===== src/rtl/irq_ctrl_pkg.sv =====
// ---------------------------------------------------------------------------
// irq_ctrl_pkg
// Shared definitions for the Wishbone interrupt controller:
//   - register word offsets (wb_addr_i[4:2])
//   - claim FSM state encoding
//   - source id width (id 0 means "no source")
// ---------------------------------------------------------------------------
package irq_ctrl_pkg;

  localparam int ID_W = 5;

  localparam logic [2:0] ADDR_PENDING = 3'd0;
  localparam logic [2:0] ADDR_ENABLE  = 3'd1;
  localparam logic [2:0] ADDR_MODE    = 3'd2;
  localparam logic [2:0] ADDR_CLAIM   = 3'd3;
  localparam logic [2:0] ADDR_STATUS  = 3'd4;

  typedef enum logic [0:0] {
    ST_IDLE = 1'b0,
    ST_BUSY = 1'b1
  } irq_state_e;

endpackage


===== src/rtl/irq_prio_enc.sv =====
// ---------------------------------------------------------------------------
// irq_prio_enc
// Fixed-priority encoder: o_id = 1 + lowest set index of i_req, 0 if none.
// Ports:
//   i_req  [N_SRC-1:0]  request vector (pending & enable)
//   o_id   [ID_W-1:0]   winning source id, 0 = none
// ---------------------------------------------------------------------------
module irq_prio_enc
  import irq_ctrl_pkg::*;
#(
  parameter int N_SRC = 8
) (
  input  logic [N_SRC-1:0] i_req,
  output logic [ID_W-1:0]  o_id
);

  // Scan from the highest index down so the lowest set index wins last.
  always_comb begin
    o_id = '0;
    for (int i = N_SRC - 1; i >= 0; i--) begin
      if (i_req[i]) begin
        o_id = ID_W'(i + 1);
      end else begin
        o_id = o_id;
      end
    end
  end

endmodule


===== src/rtl/wb_irq_ctrl.sv =====
// ---------------------------------------------------------------------------
// wb_irq_ctrl
// Wishbone-slave interrupt controller. Latches, masks and prioritises N_SRC
// sources (source 0 = timer) and raises irq_o; one source is serviced at a
// time through a CLAIM read / CLAIM write (complete) handshake.
// Optional feature macro: IRQ_CTRL_EDGE_EN (MODE register + edge latching).
// Ports:
//   clk_i, rst_ni              clock, synchronous active-low reset
//   wb_addr_i/wb_data_i/...    Wishbone slave; word select wb_addr_i[4:2]
//   wb_ack_o, wb_data_o        registered single-cycle ack and read data
//   timer_irq_i, ext_irq_i     interrupt sources (synchronous to clk_i)
//   irq_o                      registered interrupt request to the core
// ---------------------------------------------------------------------------
module wb_irq_ctrl
  import irq_ctrl_pkg::*;
#(
  parameter int WB_DATA_WIDTH = 32,
  parameter int WB_ADDR_WIDTH = 32,
  parameter int WB_SEL_WIDTH  = 4,
  parameter int N_SRC         = 8
) (
  input  logic                     clk_i,
  input  logic                     rst_ni,
  input  logic [WB_ADDR_WIDTH-1:0] wb_addr_i,
  input  logic [WB_DATA_WIDTH-1:0] wb_data_i,
  input  logic                     wb_we_i,
  input  logic [WB_SEL_WIDTH-1:0]  wb_sel_i,
  input  logic                     wb_stb_i,
  input  logic                     wb_cyc_i,
  output logic                     wb_ack_o,
  output logic [WB_DATA_WIDTH-1:0] wb_data_o,
  input  logic                     timer_irq_i,
  input  logic [N_SRC-2:0]         ext_irq_i,
  output logic                     irq_o
);

  localparam logic [N_SRC-1:0] ONE_HOT0 = {{(N_SRC-1){1'b0}}, 1'b1};

  // Byte selects and non-word address bits carry no information here.
  logic w_unused;
  assign w_unused = &{1'b0, wb_sel_i, wb_addr_i[WB_ADDR_WIDTH-1:5], wb_addr_i[1:0]};

  logic [N_SRC-1:0]         w_src_in;
  logic [N_SRC-1:0]         r_src_q;
  logic [N_SRC-1:0]         r_enable;
  logic [N_SRC-1:0]         w_pending;
  logic [N_SRC-1:0]         w_mode_rd;
  logic [ID_W-1:0]          w_id;
  logic [ID_W-1:0]          r_isr_id;
  logic [ID_W-1:0]          w_isr_id_next;
  irq_state_e               r_state;
  irq_state_e               w_state_next;
  logic                     r_ack;
  logic [WB_DATA_WIDTH-1:0] r_data;
  logic [WB_DATA_WIDTH-1:0] w_rdata;
  logic                     r_irq;
  logic                     w_access;
  logic                     w_wr;
  logic                     w_rd;
  logic [2:0]               w_addr;
  logic                     w_claim;
  logic                     w_complete;

  assign w_src_in = {ext_irq_i, timer_irq_i};
  // An access is accepted only while ack is low, giving one ack per access.
  assign w_access = wb_cyc_i & wb_stb_i & ~r_ack;
  assign w_wr     = w_access & wb_we_i;
  assign w_rd     = w_access & ~wb_we_i;
  assign w_addr   = wb_addr_i[4:2];

  assign w_claim    = w_rd && (w_addr == ADDR_CLAIM) && (r_state == ST_IDLE) && (w_id != '0);
  assign w_complete = w_wr && (w_addr == ADDR_CLAIM) && (r_state == ST_BUSY) &&
                      (wb_data_i == {{(WB_DATA_WIDTH-ID_W){1'b0}}, r_isr_id});

`ifdef IRQ_CTRL_EDGE_EN
  logic [N_SRC-1:0] r_mode;
  logic [N_SRC-1:0] r_pend_edge;
  logic [N_SRC-1:0] w_rise;
  logic [N_SRC-1:0] w_clr;

  // Rising edge of src_q seen at the edge that loads it.
  assign w_rise    = w_src_in & ~r_src_q;
  assign w_pending = (r_mode & r_pend_edge) | (~r_mode & r_src_q);
  assign w_mode_rd = r_mode;

  // Clear requests from W1C and claim; only edge-mode bits are clearable.
  always_comb begin
    w_clr = '0;
    if (w_wr && (w_addr == ADDR_PENDING)) begin
      w_clr = wb_data_i[N_SRC-1:0];
    end else if (w_claim) begin
      w_clr = ONE_HOT0 << (w_id - 5'd1);
    end else begin
      w_clr = '0;
    end
  end

  // MODE register and edge-latched pending bits; a new edge beats a clear.
  always_ff @(posedge clk_i) begin
    if (!rst_ni) begin
      r_mode      <= '0;
      r_pend_edge <= '0;
    end else begin
      if (w_wr && (w_addr == ADDR_MODE)) begin
        r_mode <= wb_data_i[N_SRC-1:0];
      end else begin
        r_mode <= r_mode;
      end
      r_pend_edge <= ((r_pend_edge & ~(w_clr & r_mode)) | w_rise) & r_mode;
    end
  end
`else
  assign w_pending = r_src_q;
  assign w_mode_rd = '0;
`endif

  irq_prio_enc #(.N_SRC(N_SRC)) u_prio (
    .i_req (w_pending & r_enable),
    .o_id  (w_id)
  );

  // Register read mux; undefined words and unused bits read as zero.
  always_comb begin
    w_rdata = '0;
    case (w_addr)
      ADDR_PENDING: w_rdata[N_SRC-1:0] = w_pending;
      ADDR_ENABLE:  w_rdata[N_SRC-1:0] = r_enable;
      ADDR_MODE:    w_rdata[N_SRC-1:0] = w_mode_rd;
      ADDR_CLAIM:   w_rdata[ID_W-1:0]  = (r_state == ST_IDLE) ? w_id : 5'd0;
      ADDR_STATUS: begin
        w_rdata[0]    = (r_state == ST_BUSY);
        w_rdata[12:8] = r_isr_id;
      end
      default:      w_rdata = '0;
    endcase
  end

  // Claim FSM next-state: claim enters BUSY, matching complete returns to IDLE.
  always_comb begin
    w_state_next  = r_state;
    w_isr_id_next = r_isr_id;
    case (r_state)
      ST_IDLE: begin
        if (w_claim) begin
          w_state_next  = ST_BUSY;
          w_isr_id_next = w_id;
        end else begin
          w_state_next  = ST_IDLE;
        end
      end
      ST_BUSY: begin
        if (w_complete) begin
          w_state_next  = ST_IDLE;
          w_isr_id_next = '0;
        end else begin
          w_state_next  = ST_BUSY;
        end
      end
      default: begin
        w_state_next  = ST_IDLE;
        w_isr_id_next = '0;
      end
    endcase
  end

  // State, bus, source and enable registers.
  always_ff @(posedge clk_i) begin
    if (!rst_ni) begin
      r_state  <= ST_IDLE;
      r_isr_id <= '0;
      r_ack    <= 1'b0;
      r_data   <= '0;
      r_irq    <= 1'b0;
      r_src_q  <= '0;
      r_enable <= '0;
    end else begin
      r_state  <= w_state_next;
      r_isr_id <= w_isr_id_next;
      r_ack    <= w_access;
      r_data   <= w_rd ? w_rdata : '0;
      r_irq    <= (r_state == ST_IDLE) && (|(w_pending & r_enable));
      r_src_q  <= w_src_in;
      if (w_wr && (w_addr == ADDR_ENABLE)) begin
        r_enable <= wb_data_i[N_SRC-1:0];
      end else begin
        r_enable <= r_enable;
      end
    end
  end

  assign wb_ack_o  = r_ack;
  assign wb_data_o = r_data;
  assign irq_o     = r_irq;

endmodule


===== config.mk =====
export PLATFORM = sky130hd
export DESIGN_NAME = wb_irq_ctrl
export DESIGN_NICKNAME = d
export VERILOG_FILES = /design/src/rtl/irq_ctrl_pkg.sv /design/src/rtl/irq_prio_enc.sv /design/src/rtl/wb_irq_ctrl.sv
export SDC_FILE = /design/constraint.sdc
export NUM_CORES = 1
export LEC_CHECK = 0
export CAP_MARGIN = 20
export CORE_MARGIN = 5
export CORE_UTILIZATION = 31
export DETAILED_ROUTE_END_ITERATION = 8
export GPL_ROUTABILITY_DRIVEN = 0
export GPL_TIMING_DRIVEN = 1
export PLACE_DENSITY = 0.71
export SETUP_SLACK_MARGIN = 0.02
export SLEW_MARGIN = 20
export SYNTH_ARGS = -nofsm -noshare
export SYNTH_HDL_FRONTEND = slang
export SYNTH_SLANG_ARGS = --single-unit

===== constraint.sdc =====
create_clock -name clk_i -period 1.9 [get_ports clk_i]
set_clock_uncertainty 0.15 [all_clocks]
set_input_delay 0.285 -clock clk_i [delete_from_list [all_inputs] [get_ports clk_i]]
set_output_delay 0.285 -clock clk_i [all_outputs]
set_load 0.005 [all_outputs]

== Yosys cells after proc, flatten, opt, wreduce, memory -nomap -nowiden ==
Index checks and enable logic that the tools add are counted.
Storage, ports and cells
  bits in registers: 56
  output and inout port bits: 34
Operators by class
  equality and inequality tests: 6
  multiplexer cells: 18
  bitwise operators: 8
  reductions and logical operators: 14
Operators by type and width (count)
  $eq 32x5->1: 1
  $mux 4: 8
  $mux 5: 3
  $pmux 4 s3: 1
  $pmux 5 s2: 1
  $and 8x8->8: 1
  $logic_and 1x1->1: 8
  $reduce_or 8->1: 1
  $pmux 3 s2: 1
  $reduce_bool 5->1: 1
  $and 1x1->1: 4
  $pmux 1 s4: 1
  $reduce_and 2->1: 2
  $eq 3x1->1 const B: 1
  $eq 3x2->1 const B: 1
  $eq 3x3->1 const B: 1
  $logic_not 3->1: 1
  $not 1->1: 3
  $reduce_and 3->1: 1
  $mux 1: 2
  $ne 2x1->1 const B: 1
  $ne 2x2->1 const B: 1
  $pmux 1 s2: 1

== Depth between registers and ports, before layout ==
  depth in word-level cells: 13
  gate-level depth with buffers: 7
  depth with buffers taken out: 5

== Hierarchy ==
From an unflattened synthesis, not the netlist that was laid out.
Unflattened totals
  cells, all modules: 193
  area, all modules: 1835.5 sq um
By module, submodules not included
  wb_irq_ctrl: instances 1, cells an instance 179, area each 1752.9 sq um, sequential area each 740.7 sq um
  irq_prio_enc: instances 1, cells an instance 14, area each 82.6 sq um, sequential area each 0.0 sq um

== Worst setup path after synthesis ==
No wires, ideal clock.
  path kind: reg-to-reg
  from: register r_ack (netlist: wb_ack_o)
  to: register r_isr_id[0]
  arrival time: 1.592 ns
  slack: 0.040 ns
  cell stages (with the launch flop): 7
  buffers on the path: 1
  cell sequence: dfxtp_1 and3b_1 nand3_2 or4_1 nor2b_1 buf_6 mux2i_1
On the way
  cells in the longest elaborated chain, start to end: 8
  elaborated cells on any way between the ends: 13
  classes of those cells: eq/ne: 2; bitwise: 4; reduce/logical: 7
RTL lines
  from (decl): line wb_irq_ctrl.sv:53  | logic r_ack;
  from (signal assigned): line wb_irq_ctrl.sv:179  | r_ack <= w_access;
  $not 1->1 *: line wb_irq_ctrl.sv:66  | assign w_access = wb_cyc_i & wb_stb_i & ~r_ack;
  $and 1x1->1 *: line wb_irq_ctrl.sv:66
  $and 1x1->1 (on tied branches): line wb_irq_ctrl.sv:68, wb_irq_ctrl.sv:67
  $logic_and 1x1->1 (on tied branches) (3 in series): line wb_irq_ctrl.sv:71, wb_irq_ctrl.sv:72
  $ne 2x2->1 (no line) or $ne 2x1->1 (tied branches)
  $reduce_and 2->1 (no line) *
  to (signal assigned): line wb_irq_ctrl.sv:178  | r_isr_id <= w_isr_id_next;
  to (decl): line wb_irq_ctrl.sv:49  | logic [ID_W-1:0] r_isr_id;
Every way passes the cells marked *; elsewhere a longest branch is shown, timed or not.
A chain may end at the register's enable or synchronous reset.

== Final worst setup path ==
  from: input port wb_data_i[15]
  to: register r_isr_id[1]
On the way
  cells in the longest elaborated chain, start to end: 4
RTL lines
  from (decl): line wb_irq_ctrl.sv:25  | input logic [WB_DATA_WIDTH-1:0] wb_data_i,
  $eq 32x5->1: line wb_irq_ctrl.sv:73  | (wb_data_i == {{(WB_DATA_WIDTH-ID_W){1'b0}}, r_isr_id});
  $logic_and 1x1->1: line wb_irq_ctrl.sv:72  | assign w_complete = w_wr && (w_addr == ADDR_CLAIM) && (r_state == ST_BUSY) &&
  $ne 2x1->1 (no line)
  $reduce_and 2->1 (no line)
Every way passes these cells.

==> flow_summary.json <==
{
  "run_status": "finished clean",
  "synth_commonest_cells": "dfxtp_1 (35), buf_4 (21), nand2_1 (21)",
  "cp-end-kind": "flop",
  "synthXorXnorAreaFrac_pct": 2.06,
  "fillCellCount": 529,
  "die_x_um": 84.0,
  "core_um2": 5410,
  "reg2reg_to": "r_isr_id[1]",
  "worstReg2RegStart": "wb_ack_o",
  "crit_arrival_ns": 1.89,
  "vdd_drop_max_mv": 0.467,
  "synth_simple_gate_area_share_pct": 25.4,
  "hold_viol": 0,
  "synthesis.area_um2": 1700,
  "ios": 115,
  "yosysWarnings": 0,
  "die_y_um": 84.0,
  "synth-compound-area-share_pct": 12.4,
  "p_seq_share_pct": 48.6,
  "holdPathStages": 3,
  "muxShareOfSynthArea_pct": 7.08,
  "clock_latency_ns": 0.28,
  "area_growth_pct": 59.2,
  "r2r_cells": 5,
  "num_vias": 1560,
  "antenna_left": 0,
  "synth_most_common_cell": "dfxtp_1",
  "drive_gt1_share_pct": 19.4,
  "combPwrFrac_pct": 13.2,
  "synth_top_family_by_area": "simple AND/OR/NAND/NOR gates",
  "synth-adder-area-share_pct": 0,
  "portBuffers": 61,
  "drt_iter0_markers": 78,
  "synth_top_cell_by_area": "dfxtp_1",
  "drt_pass1_iterations": 6,
  "seq_area_frac_synth_pct": 41.3,
  "drv_slew": 0,
  "ctsLongestPathBuffers": 2,
  "synthFlopType": "dfxtp_1",
  "whs_endpoint": "r_enable[4]",
  "power_density_nw_per_um2": 574,
  "wl_mm": 4.46,
  "clock-sinks": 35,
  "grt_usage_pct": 12.4,
  "hp-class": "in2reg",
  "via_per_inst": 4.46,
  "drv_cap": 0,
  "worst_slack_ns": 0.0354,
  "worstSetupStartpointType": "input pin",
  "switching_power_mw": 0.347,
  "fin_crit_sh_pct": 98.1,
  "async_flop_share_pct": 0,
  "grt_pass1_wl_mm": 7.00,
  "clkTransAtPathRegs_ns": 0.07,
  "grt_pass1_vias": 1595,
  "antennaDiodeCount": 0,
  "min_period_ns": 1.86,
  "yosys-top-cells-area": "dfxtp_1 (41%), buf_4 (9.3%), mux2i_1 (7.1%)",
  "drcViolationCount": 0,
  "path_class": "in2reg",
  "grt_antenna_before_repair": 0,
  "numCtsBuffers": 5,
  "cp_max_fo": 4,
  "reg2reg_slack_ns": 0.15,
  "layout.nets": 358,
  "dieArea_um2": 7050,
  "critical_path_required_ns": 1.92,
  "dp_slack_ns": -0.516,
  "root_buffer": "clkbuf_8",
  "synth_edf_count": 0,
  "register_area_um2": 702,
  "initial_core_util_pct": 31.4,
  "multiInputGateArea_um2": 943,
  "synth_seq_cells": 35,
  "cts_tree": "yes",
  "min_from": "wb_data_i[4]",
  "grt-ovfl-total": 0,
  "dpl_cell_area_um2": 2500,
  "hpwl_mm": 3.59,
  "htreeDepth": 2,
  "wl_per_cell_um": 12.7,
  "power.share.clock_pct": 38.2,
  "final_cell_area_um2": 2700,
  "max_freq_mhz": 536,
  "yosysUniqueCellTypes": 38,
  "grt_max_degree": 23,
  "setup_tns_ns": 0,
  "placement_rows": 27,
  "netSwitchingFraction_pct": 22.4,
  "synth_top_area_share_pct": 41.3,
  "avgSynthCellArea_um2": 9.12,
  "finalSetupViolations": 0,
  "p_int_mw": 1.20,
  "netlist_instances": 186,
  "power.leakage_nw": 1.15
}
routing by layer:
layer | up-vias | track usage [%] | share of wire [%]
li1 | 800 | - | -
met1 | 703 | 14.5 | 41
met2 | 53 | 21.5 | 52
met3 | 4 | 3.36 | 5.8
met4 | 0 | 4.82 | 0.96
met5 | - | 0 | 0
state kept, by name, indices dropped and copies added (netlist names):
name and cells:
r_isr_id 4, r_state 1, irq_o 1, r_src_q 8, wb_data_o 12, r_enable 8
wb_ack_o 1
power groups by stage:
stage / clock (mW) / sequential (mW) / combinational (mW)
after global placement: 0 / 0.769 / 0.195
final: 0.593 / 0.753 / 0.204
after CTS: 0.610 / 0.753 / 0.198
after floorplan: 0 / 0.768 / 0.0944
after global routing: 0.653 / 0.754 / 0.221
after detailed placement: 0 / 0.770 / 0.197
critical path, cell delays in order:
cell	delay (ns)
clkdlybuf4s50_1	0.42
nor4_2	0.29
nand4_1	0.16
or4_4	0.44
nor2b_4	0.16
mux2i_1	0.13
worst max path at each step:
stage,end,cells after the start,slack [ns],from
2_1_floorplan,r_isr_id[0],6,0.04,wb_ack_o
3_3_place_gp,r_isr_id[1],6,-0.49,wb_data_i[5]
3_5_place_dp,r_isr_id[1],6,-0.52,wb_data_i[5]
4_1_cts,r_isr_id[1],6,0.02,wb_data_i[4]
5_1_grt,r_isr_id[2],6,-0.07,wb_data_i[15]
6_report,r_isr_id[1],6,0.04,wb_data_i[15]
final cells by class:
type | count | share of cell area (%)
tap | 72 | 3.33
multi-input combinational | 143 | 34.9
sequential | 35 | 26.0
timing repair buffer | 92 | 31.9
clock buffer | 7 | 3.57
clock inverter | 1 | 0.278
logic make-up (layout without fill, tap and decap cells):
| family | Yosys count | after routing |
|---|---|---|
| compound gates | 30 | 30 |
| flops | 35 | 35 |
| xor+xnor | 4 | 4 |
| other cells | 1 | 20 |
| simple gates | 77 | 77 |
| buf+inv | 27 | 100 |
| mux | 12 | 12 |
timing repair:
item	4_1_cts	5_1_grt
resized for setup	11	18
hold buffers	0	0
setup endpoints to repair	5	9
setup buffers	0	2
pin swaps	4	13
metrics by stage:
step           total power, mW  utilization (%)  hold WS, ns  std cells
5_1_grt                   1.63             50.0        0.183        350
6_report                  1.55             50.0        0.174        350
3_5_place_dp             0.967             46.2        0.341        341
2_1_floorplan            0.863                -        0.262        205
3_3_place_gp             0.964             46.2        0.334        341
4_1_cts                   1.56             48.6        0.252        349
layout by cell type (no fill, tap or decap), drive strengths merged, types with 3 or more instances in the layout:
| cell | netlist | layout |
|---|---|---|
| a21boi | 8 | 8 |
| and2 | 14 | 14 |
| buf | 24 | 31 |
| clkbuf | 3 | 7 |
| clkdlybuf4s50 | 0 | 46 |
| conb | 1 | 20 |
| dfxtp | 35 | 35 |
| dlygate4sd2 | 0 | 5 |
| dlymetal6s2s | 0 | 10 |
| mux2i | 12 | 12 |
| nand2 | 21 | 21 |
| nand2b | 3 | 3 |
| nand3 | 3 | 3 |
| nand4 | 3 | 3 |
| nor2 | 8 | 8 |
| nor2b | 7 | 7 |
| nor3 | 4 | 4 |
| nor4 | 6 | 6 |
| o21ai | 8 | 8 |
| xnor2 | 4 | 4 |
No activity file was read; power rests on OpenSTA's default activity.
